--- src/rtl/vga_draw_arbiter.sv ---
// Round-robin arbiter that shares the vga_adapter pixel port between rectangle-drawing
// requesters, latching the winning job and rasterising it one pixel per clock.
module vga_draw_arbiter #(
    parameter int NUM_REQ  = 4,
    parameter int SCREEN_W = 160,
    parameter int SCREEN_H = 120
) (
    input  logic                 clock,
    input  logic                 resetn,
    input  logic [NUM_REQ-1:0]   req,
    input  logic [8*NUM_REQ-1:0] req_x,
    input  logic [7*NUM_REQ-1:0] req_y,
    input  logic [4*NUM_REQ-1:0] req_wm1,
    input  logic [4*NUM_REQ-1:0] req_hm1,
    input  logic [3*NUM_REQ-1:0] req_colour,
    output logic [NUM_REQ-1:0]   gnt,
    output logic [NUM_REQ-1:0]   done,
    output logic                 busy,
    output logic [7:0]           vga_x,
    output logic [6:0]           vga_y,
    output logic [2:0]           vga_colour,
    output logic                 vga_plot
);

    localparam int PW = (NUM_REQ > 1) ? $clog2(NUM_REQ) : 1;
    localparam logic [8:0] SCREEN_W9 = 9'(SCREEN_W);
    localparam logic [8:0] SCREEN_H9 = 9'(SCREEN_H);

    typedef enum logic {IDLE, DRAW} state_t;

    state_t state, next_state;

    logic [PW-1:0]      ptr, ptr_nxt;
    logic [PW-1:0]      cur_idx, cur_idx_nxt;
    logic [PW-1:0]      win_idx;
    logic               win_valid;
    int                 scan_idx;

    logic [7:0]         lat_x, lat_x_nxt;
    logic [6:0]         lat_y, lat_y_nxt;
    logic [3:0]         lat_wm1, lat_wm1_nxt;
    logic [3:0]         lat_hm1, lat_hm1_nxt;
    logic [3:0]         ox, ox_nxt, oy, oy_nxt;
    logic [3:0]         adv_ox, adv_oy;
    logic               last_pix;

    logic [7:0]         sel_x;
    logic [6:0]         sel_y;
    logic [3:0]         sel_wm1, sel_hm1;
    logic [2:0]         sel_colour;

    logic [NUM_REQ-1:0] gnt_nxt, done_nxt;
    logic               busy_nxt, plot_nxt;
    logic [7:0]         vga_x_nxt;
    logic [6:0]         vga_y_nxt;
    logic [2:0]         colour_nxt;
    logic [15:0]        first_pix, adv_pix;

    // Returns {plot, x, y}; sums are 9 bits wide so off-screen pixels are detected, not wrapped.
    function automatic logic [15:0] pixel(input logic [7:0] bx, input logic [6:0] by,
                                          input logic [3:0] dx, input logic [3:0] dy);
        logic [8:0] sx;
        logic [8:0] sy;
        sx = {1'b0, bx} + {5'b0, dx};
        sy = {2'b0, by} + {5'b0, dy};
        return {(sx < SCREEN_W9) && (sy < SCREEN_H9), sx[7:0], sy[6:0]};
    endfunction

    // First asserted request searching upward from the rotating pointer.
    always_comb begin
        win_valid = 1'b0;
        win_idx   = '0;
        scan_idx  = 0;
        for (int i = 0; i < NUM_REQ; i++) begin
            scan_idx = int'(ptr) + i;
            if (scan_idx >= NUM_REQ) begin
                scan_idx = scan_idx - NUM_REQ;
            end
            if (!win_valid && req[scan_idx]) begin
                win_valid = 1'b1;
                win_idx   = PW'(scan_idx);
            end
        end
    end

    assign sel_x      = req_x[8*win_idx +: 8];
    assign sel_y      = req_y[7*win_idx +: 7];
    assign sel_wm1    = req_wm1[4*win_idx +: 4];
    assign sel_hm1    = req_hm1[4*win_idx +: 4];
    assign sel_colour = req_colour[3*win_idx +: 3];

    assign last_pix = (ox == lat_wm1) && (oy == lat_hm1);

    always_comb begin
        adv_ox = ox + 4'd1;
        adv_oy = oy;
        if (ox == lat_wm1) begin
            adv_ox = 4'd0;
            adv_oy = oy + 4'd1;
        end
    end

    assign first_pix = pixel(sel_x, sel_y, 4'd0, 4'd0);
    assign adv_pix   = pixel(lat_x, lat_y, adv_ox, adv_oy);

    always_ff @(posedge clock or negedge resetn) begin
        if (!resetn) begin
            state <= IDLE;
        end else begin
            state <= next_state;
        end
    end

    always_comb begin
        next_state = state;
        case (state)
            IDLE:    if (win_valid) next_state = DRAW;
            DRAW:    if (last_pix)  next_state = IDLE;
            default: next_state = IDLE;
        endcase
    end

    always_comb begin
        ptr_nxt     = ptr;
        cur_idx_nxt = cur_idx;
        lat_x_nxt   = lat_x;
        lat_y_nxt   = lat_y;
        lat_wm1_nxt = lat_wm1;
        lat_hm1_nxt = lat_hm1;
        ox_nxt      = ox;
        oy_nxt      = oy;
        gnt_nxt     = gnt;
        done_nxt    = '0;
        busy_nxt    = busy;
        plot_nxt    = vga_plot;
        vga_x_nxt   = vga_x;
        vga_y_nxt   = vga_y;
        colour_nxt  = vga_colour;
        case (state)
            IDLE: begin
                gnt_nxt  = '0;
                busy_nxt = 1'b0;
                plot_nxt = 1'b0;
                if (win_valid) begin
                    cur_idx_nxt = win_idx;
                    lat_x_nxt   = sel_x;
                    lat_y_nxt   = sel_y;
                    lat_wm1_nxt = sel_wm1;
                    lat_hm1_nxt = sel_hm1;
                    ox_nxt      = 4'd0;
                    oy_nxt      = 4'd0;
                    gnt_nxt     = {{(NUM_REQ-1){1'b0}}, 1'b1} << win_idx;
                    busy_nxt    = 1'b1;
                    plot_nxt    = first_pix[15];
                    vga_x_nxt   = first_pix[14:7];
                    vga_y_nxt   = first_pix[6:0];
                    colour_nxt  = sel_colour;
                end
            end
            DRAW: begin
                if (last_pix) begin
                    gnt_nxt  = '0;
                    done_nxt = gnt;
                    busy_nxt = 1'b0;
                    plot_nxt = 1'b0;
                    ptr_nxt  = (int'(cur_idx) == NUM_REQ-1) ? '0 : cur_idx + PW'(1);
                end else begin
                    ox_nxt    = adv_ox;
                    oy_nxt    = adv_oy;
                    plot_nxt  = adv_pix[15];
                    vga_x_nxt = adv_pix[14:7];
                    vga_y_nxt = adv_pix[6:0];
                end
            end
            default: begin
                gnt_nxt  = '0;
                busy_nxt = 1'b0;
                plot_nxt = 1'b0;
            end
        endcase
    end

    always_ff @(posedge clock or negedge resetn) begin
        if (!resetn) begin
            ptr        <= '0;
            cur_idx    <= '0;
            lat_x      <= '0;
            lat_y      <= '0;
            lat_wm1    <= '0;
            lat_hm1    <= '0;
            ox         <= '0;
            oy         <= '0;
            gnt        <= '0;
            done       <= '0;
            busy       <= 1'b0;
            vga_plot   <= 1'b0;
            vga_x      <= '0;
            vga_y      <= '0;
            vga_colour <= '0;
        end else begin
            ptr        <= ptr_nxt;
            cur_idx    <= cur_idx_nxt;
            lat_x      <= lat_x_nxt;
            lat_y      <= lat_y_nxt;
            lat_wm1    <= lat_wm1_nxt;
            lat_hm1    <= lat_hm1_nxt;
            ox         <= ox_nxt;
            oy         <= oy_nxt;
            gnt        <= gnt_nxt;
            done       <= done_nxt;
            busy       <= busy_nxt;
            vga_plot   <= plot_nxt;
            vga_x      <= vga_x_nxt;
            vga_y      <= vga_y_nxt;
            vga_colour <= colour_nxt;
        end
    end

endmodule

--- config.mk ---
export PLATFORM = sky130hd
export DESIGN_NAME = vga_draw_arbiter
export DESIGN_NICKNAME = d
export VERILOG_FILES = /design/src/rtl/vga_draw_arbiter.sv
export SDC_FILE = /design/constraint.sdc
export NUM_CORES = 1
export LEC_CHECK = 0
export ABC_AREA = 1
export BUFFER_PORTS_ARGS = -buffer_cell sky130_fd_sc_hd__buf_4
export CELL_PAD_IN_SITES_DETAIL_PLACEMENT = 0
export CELL_PAD_IN_SITES_GLOBAL_PLACEMENT = 1
export CORE_AREA = 2 2 120 122
export DETAILED_ROUTE_END_ITERATION = 10
export DIE_AREA = 0 0 122 124
export PLACE_DENSITY_LB_ADDON = 0.1
export SETUP_SLACK_MARGIN = 0.05
export SYNTH_ARGS = -nofsm -noshare
export SYNTH_HDL_FRONTEND = slang
export SYNTH_SLANG_ARGS = --single-unit
--- constraint.sdc ---
create_clock -name clock -period 2.4 [get_ports clock]
set_input_delay 0.24 -clock clock [delete_from_list [all_inputs] [get_ports clock]]
set_output_delay 0.24 -clock clock [all_outputs]
set_load 0.05 [all_outputs]
Yosys cells after proc, flatten, opt, wreduce, memory -nomap -nowiden
Cells that the tools add are included.
{ "word_totals": {"ff_bits": 64, "inputBits": 110, "out_inout_bits": 28, "word_cells": 118} }
{ "classes": {"addsub": 12, "mul": 2, "order_cmp": 12, "eq_ne": 6, "n_shift": 6, "mux": 51, "n_bitwise": 1, "n_reduce_logical": 12} }
{ "op_table": {"columns": ["operator", "n"], "rows": [
  ["less-than comparator 32 x 4 -> 1 bit (second input constant)", 4],
  ["two-way mux 32 bit", 4],
  ["two-way mux 4 bit", 9],
  ["variable part select 16 x 5 -> 4 bit", 2],
  ["variable part select 32 x 6 -> 8 bit", 1],
  ["variable part select 28 x 6 -> 7 bit", 1],
  ["one-hot mux 4 bit (2 select lines)", 3],
  ["two-way mux 1 bit", 17],
  ["two-way mux 8 bit", 2],
  ["one-hot mux 8 bit (2 select lines)", 1],
  ["two-way mux 7 bit", 2],
  ["one-hot mux 7 bit (2 select lines)", 1],
  ["variable part select 12 x 5 -> 3 bit", 1],
  ["subtractor 3 x 3 -> 4 bit (second input constant)", 3],
  ["two-way mux 2 bit", 5],
  ["adder 8 x 4 -> 9 bit", 1],
  ["greater-or-equal comparator 3 bit (second input constant)", 3],
  ["less-than comparator 9 x 8 -> 1 bit (second input constant)", 1],
  ["adder 4 x 1 -> 4 bit (second input constant)", 2],
  ["adder 7 x 4 -> 8 bit", 1],
  ["binary-select mux 1 bit (select 2 bit)", 4],
  ["equality test 4 bit", 2],
  ["less-than comparator 8 x 7 -> 1 bit (second input constant)", 1],
  ["less-than comparator 8 bit (second input constant)", 1],
  ["other kinds (17)", 30]
]} }

Depth between registers and ports, before layout
{ "depth": {"word_depth": 21, "ltp_mapped": 20, "ltp_nobuf": 19} }

Worst setup path before layout
Ideal clock, no wire load.
{ "synth_timing": {"path_type": "reg-to-reg", "from": "reg ox[1]", "to": "reg vga_plot", "arrival_ns": 2.362, "t_required_ns": 2.284, "slack_ns": -0.079, "stages_incl_launch_ff": 17, "path_buffers": 0, "cell_sequence": "dfrtp_1 > xor2_1 > nor2_1 > nand2_1 > inv_1 > nor2_1 > ha_1 > fa_1 > a21o_1 > a21oi_1 > or2_2 > nor2_1 > xor2_1 > nand3_1 > nand2_1 > nand3_1 > nand2_1"} }
{ "synth_between": {"elab_chain_len": 7, "word_cells_on_any_way": 12, "classes_between": "add/sub: 3; order compare: 2; eq/ne: 1; mux: 4; reduce/logical: 2"} }
{ "synth_lines": {"columns": ["item", "line", "text"], "rows": [
  ["start: declaration", "43", "logic [3:0] ox, ox_nxt, oy, oy_nxt;"],
  ["start signal: assignment", "207", "ox <= ox_nxt;"],
  ["adder 4 x 1 -> 4 bit / equality test 4 bit (equally long branches)", "95, 92, 97", null],
  ["two-way mux 4 bit", "97", "if (ox == lat_wm1) begin"],
  ["adder 8 x 4 -> 9 bit / adder 7 x 4 -> 8 bit (equally long branches)", "64, 65", null],
  ["less-than comparator 9 x 8 -> 1 bit / less-than comparator 8 x 7 -> 1 bit (equally long branches)", "66", "return {(sx < SCREEN_W9) && (sy < SCREEN_H9), sx[7:0], sy[6:0]};"],
  ["logical AND 1 bit", "66", null],
  ["two-way mux 1 bit (*)", "161", "if (last_pix) begin"],
  ["one-hot mux 1 bit (2 select lines) (*)", "139", "case (state)"],
  ["named net plot_nxt", "53", "logic busy_nxt, plot_nxt;"],
  ["end signal: assignment", "212", "vga_plot <= plot_nxt;"],
  ["end: declaration", "22", "output logic vga_plot"]
]} }
The timed path passes the listed nets; every way through them passes the cells marked *.
A chain may end at the register's enable or synchronous reset.

Worst setup path after layout
{ "layout_timing": {"from": "reg lat_wm1[0]", "to": "reg vga_plot"} }
{ "layout_between": {"elab_chain_len": 7, "word_cells_on_any_way": 11, "classes_between": "add/sub: 2; order compare: 2; eq/ne: 1; mux: 4; reduce/logical: 2"} }
{ "layout_lines": {"columns": ["item", "line", "text"], "rows": [
  ["start: declaration", "41", "logic [3:0] lat_wm1, lat_wm1_nxt;"],
  ["start signal: assignment", "205", "lat_wm1 <= lat_wm1_nxt;"],
  ["equality test 4 bit (*)", "92, 97", null],
  ["two-way mux 4 bit", "97", null],
  ["adder 8 x 4 -> 9 bit / adder 7 x 4 -> 8 bit (equally long branches)", "64, 65", null],
  ["less-than comparator 9 x 8 -> 1 bit / less-than comparator 8 x 7 -> 1 bit (equally long branches)", "66", null],
  ["logical AND 1 bit", "66", null],
  ["two-way mux 1 bit (*)", "161", null],
  ["one-hot mux 1 bit (2 select lines) (*)", "139", null],
  ["named net plot_nxt", "53", null]
]} }
Marked as above.

==> metrics <==
Sequential Area=1600 µm²; Die ar.=15,100 µm²; layout cells sized above 1=37.7%; outcome=finished with violations; Mapped Cells=624; simple-gate share of the synthesized area=38.5%; Mapped Nets=748; Avg WL per Cell=14.6 µm; ranking of synthesized cells by area=dfrtp_1 37%, nand2_1 25%, ha_1 3.5%, inv_1 3.5%, nand4_1 3.5%; most frequent cell after synthesis=nand2_1; Worst Tran Pin Value=824 ps; Synth Flop Type=dfrtp_1; Area Overhead vs Synth=54.1%; CTS tree=yes; GP Congestion=0.848; Synthesis Warnings=0; sequential fraction of the synthesis area=37.1%; post-synthesis mux area share=0%; EDFF count, synth=0; # setup viols final=7; Filler Cell Count=1,386; via count=4,616; Setup Skew=11.1 ps; critical path arrival=2770 ps; Skew-Pair Late Insertion Delay=330 ps; CTS Sinks=64; Vias/cell=4.67; Root Buffer=clkbuf_16; GRT Util Overall=19.4%; routing usage on met1=24.0%; clock buffer depth=2; Worst setup SP type=register; violated checks=setup timing; Port Buf Inserts=137; vias in the first global route=4,585; DRT antenna net count=0; width of the die=122 µm; Power Density=1840 nW/µm²; row count=43; Post-Syn Area per Cell=6.91 µm²; final instance count without filler cells=989; post-synthesis cell type count=41; Slew HR=45.0%; clock slew at reported path FFs=60 ps; DP HPWL=10,500 µm; minimum clock period=2550 ps; CP max FO=6; multi-input combinational cell area=2720 µm²; met3 GRT Util=4.08%; Final Worst Setup Slack=-155 ps; DRT Wirelength=14,400 µm; combinational family with the most area after synthesis=simple AND/OR/NAND/NOR gates; largest net degree at the start of global routing=65; top cell type's share of synthesized area=37.1%; Initial Util=31.4%; Peak Freq=0.391 GHz; maxcap violations=0; Peak VDD IR=0.000673 V; Die Span Y=124 µm; leading area contributor after synthesis=dfrtp_1; RSZ-0062 raised after global routing=true; Mapped Area=4310 µm²; n_diodes=0; post-synthesis compound-gate area fraction=8.18%; max-slew violations=0; initial antenna violation count=0; CTS Buf Count=9; drt pass-1 iters=5; Leakage=3.41 nW; fraction of registers with async set or reset after synthesis=100%; Crit Path Class=reg2reg; final worst path period share=106%; adder and majority gate portion of the synthesized area=4.41%; CORE AREA=13,700 µm²; most frequent cells after synthesis=288 x nand2_1, 64 x dfrtp_1, 40 x inv_1; post-route core utilization=48.5%; initial DRC count=175; Placed Cells=948; min-delay worst type=in2async; Overflow after GRT=0; Hold Fails Final Rpt=0; Final nets=928; xor-xnor portion of the synthesized cell area=3.86%; CTS H-tree depth=3; Critical Path Sink Type=register; worst path required time=2620 ps; GR peak layer=met2; DRC=0; # IOs=138; first-pass GRT wire length=22,800 µm; met2 GRT Util=33.7%; Yosys reg bits=64
## cell type report
class,instances,share of cell area (%)
multi-input cells,486,41.0
flip-flops and latches,64,24.1
repair buffers,192,23.3
repair inverters,3,0.301
inverters,48,2.97
clock inverters,6,1.39
well taps,180,3.39
clock buffers,10,3.59
## path summary, 6_finish.rpt
kind / start / to / slack (ps) / depth (start not counted)
max reg2reg: lat_wm1[0] / vga_plot / -150 / 16
max: lat_wm1[0] / vga_plot / -150 / 16
min in group clock: req_colour[4] / vga_colour[1] / 210 / 5
min: resetn / lat_x[7] / 1 / 1
min reg2reg: vga_x[7] / vga_x[7] / 470 / 2
max in group asynchronous: resetn / ptr[0] / 1800 / 1
## cells in the final DEF (no fill, tap or decap), types with 9 or more instances in the layout
cell | Yosys | routed
nand2_1 | 288 | 273
buf_4 | 6 | 175
dfrtp_1 | 64 | 63
inv_1 | 40 | 34
nand4_1 | 24 | 24
nand2_2 | 6 | 20
nor2_1 | 28 | 19
nand3_1 | 25 | 19
a21oi_1 | 28 | 18
o21ai_0 | 18 | 13
xor2_1 | 14 | 11
buf_6 | 2 | 11
a21oi_2 | 0 | 9
clkbuf_16 | 0 | 9
## power by group
part | switching (W) | total, W | internal [W]
Clock | 0.000494 | 0.00143 | 0.000940
Combinational | 0.00531 | 0.00882 | 0.00351
Sequential | 0.000380 | 0.00198 | 0.00160
Total | 0.00618 | 0.0122 | 0.00605
## registers in the layout, indices dropped and copies added (netlist names)
| name | count |
|---|---|
| busy | 1 |
| cur_idx | 2 |
| done | 4 |
| gnt | 4 |
| lat_hm1 | 4 |
| lat_wm1 | 4 |
| lat_x | 8 |
| lat_y | 7 |
| ox | 4 |
| oy | 4 |
| ptr | 2 |
| state | 1 |
| vga_colour | 3 |
| vga_plot | 1 |
| vga_x | 8 |
| vga_y | 7 |
## repair_timing
item                                    4_1_cts  5_1_grt
endpoints found under the setup margin       21       41
gates cloned                                  2        2
hold buffers                                  0        0
pin swaps                                     4       26
gates resized for setup                      17       87
setup buffers                                10       14
## worst max-delay path, stage by stage (launching register included)
cell and delay (ps):
dfrtp_1 390, xor2_1 160, nor2_1 130, nand2_2 160, inv_2 140, nor2_4 50, ha_4 160, fa_2 350
a21o_1 180, a21oi_2 140, or2_4 150, nor2_4 40, xor2_2 150, nand3_1 70, nand2_1 60, nand3_1 70
nand2_1 60
## through the flow
| step | TNS (ps) | setup slack, ps | hold slack (ps) | power (W) | area (µm²) |
|---|---|---|---|---|---|
| floorplan | 0 | 25.8 | -55.6 | 0.00724 | 4350 |
| global placement | -449 | -107 | 391 | 0.00948 | 5710 |
| detailed placement | -717 | -166 | 393 | 0.00952 | 5710 |
| CTS | -379 | -120 | 35.8 | 0.0113 | 6190 |
| global route | -2920 | -306 | 64.0 | 0.0133 | 6650 |
| finish | -471 | -155 | 0.988 | 0.0122 | 6650 |
## per-layer routing
layer  up-vias  wire length, µm
li1       2357                -
met5         -                0
met1      2115             6230
met2       119             7100
met4         0              410
met3        25              686
## logic make-up after synthesis
kind of cell | after synthesis
compound gates | 64
xor+xnor | 19
fa+ha+maj | 14
buf+inv | 74
flops | 64
simple gates | 389
Power figures use the tool's default switching activity.
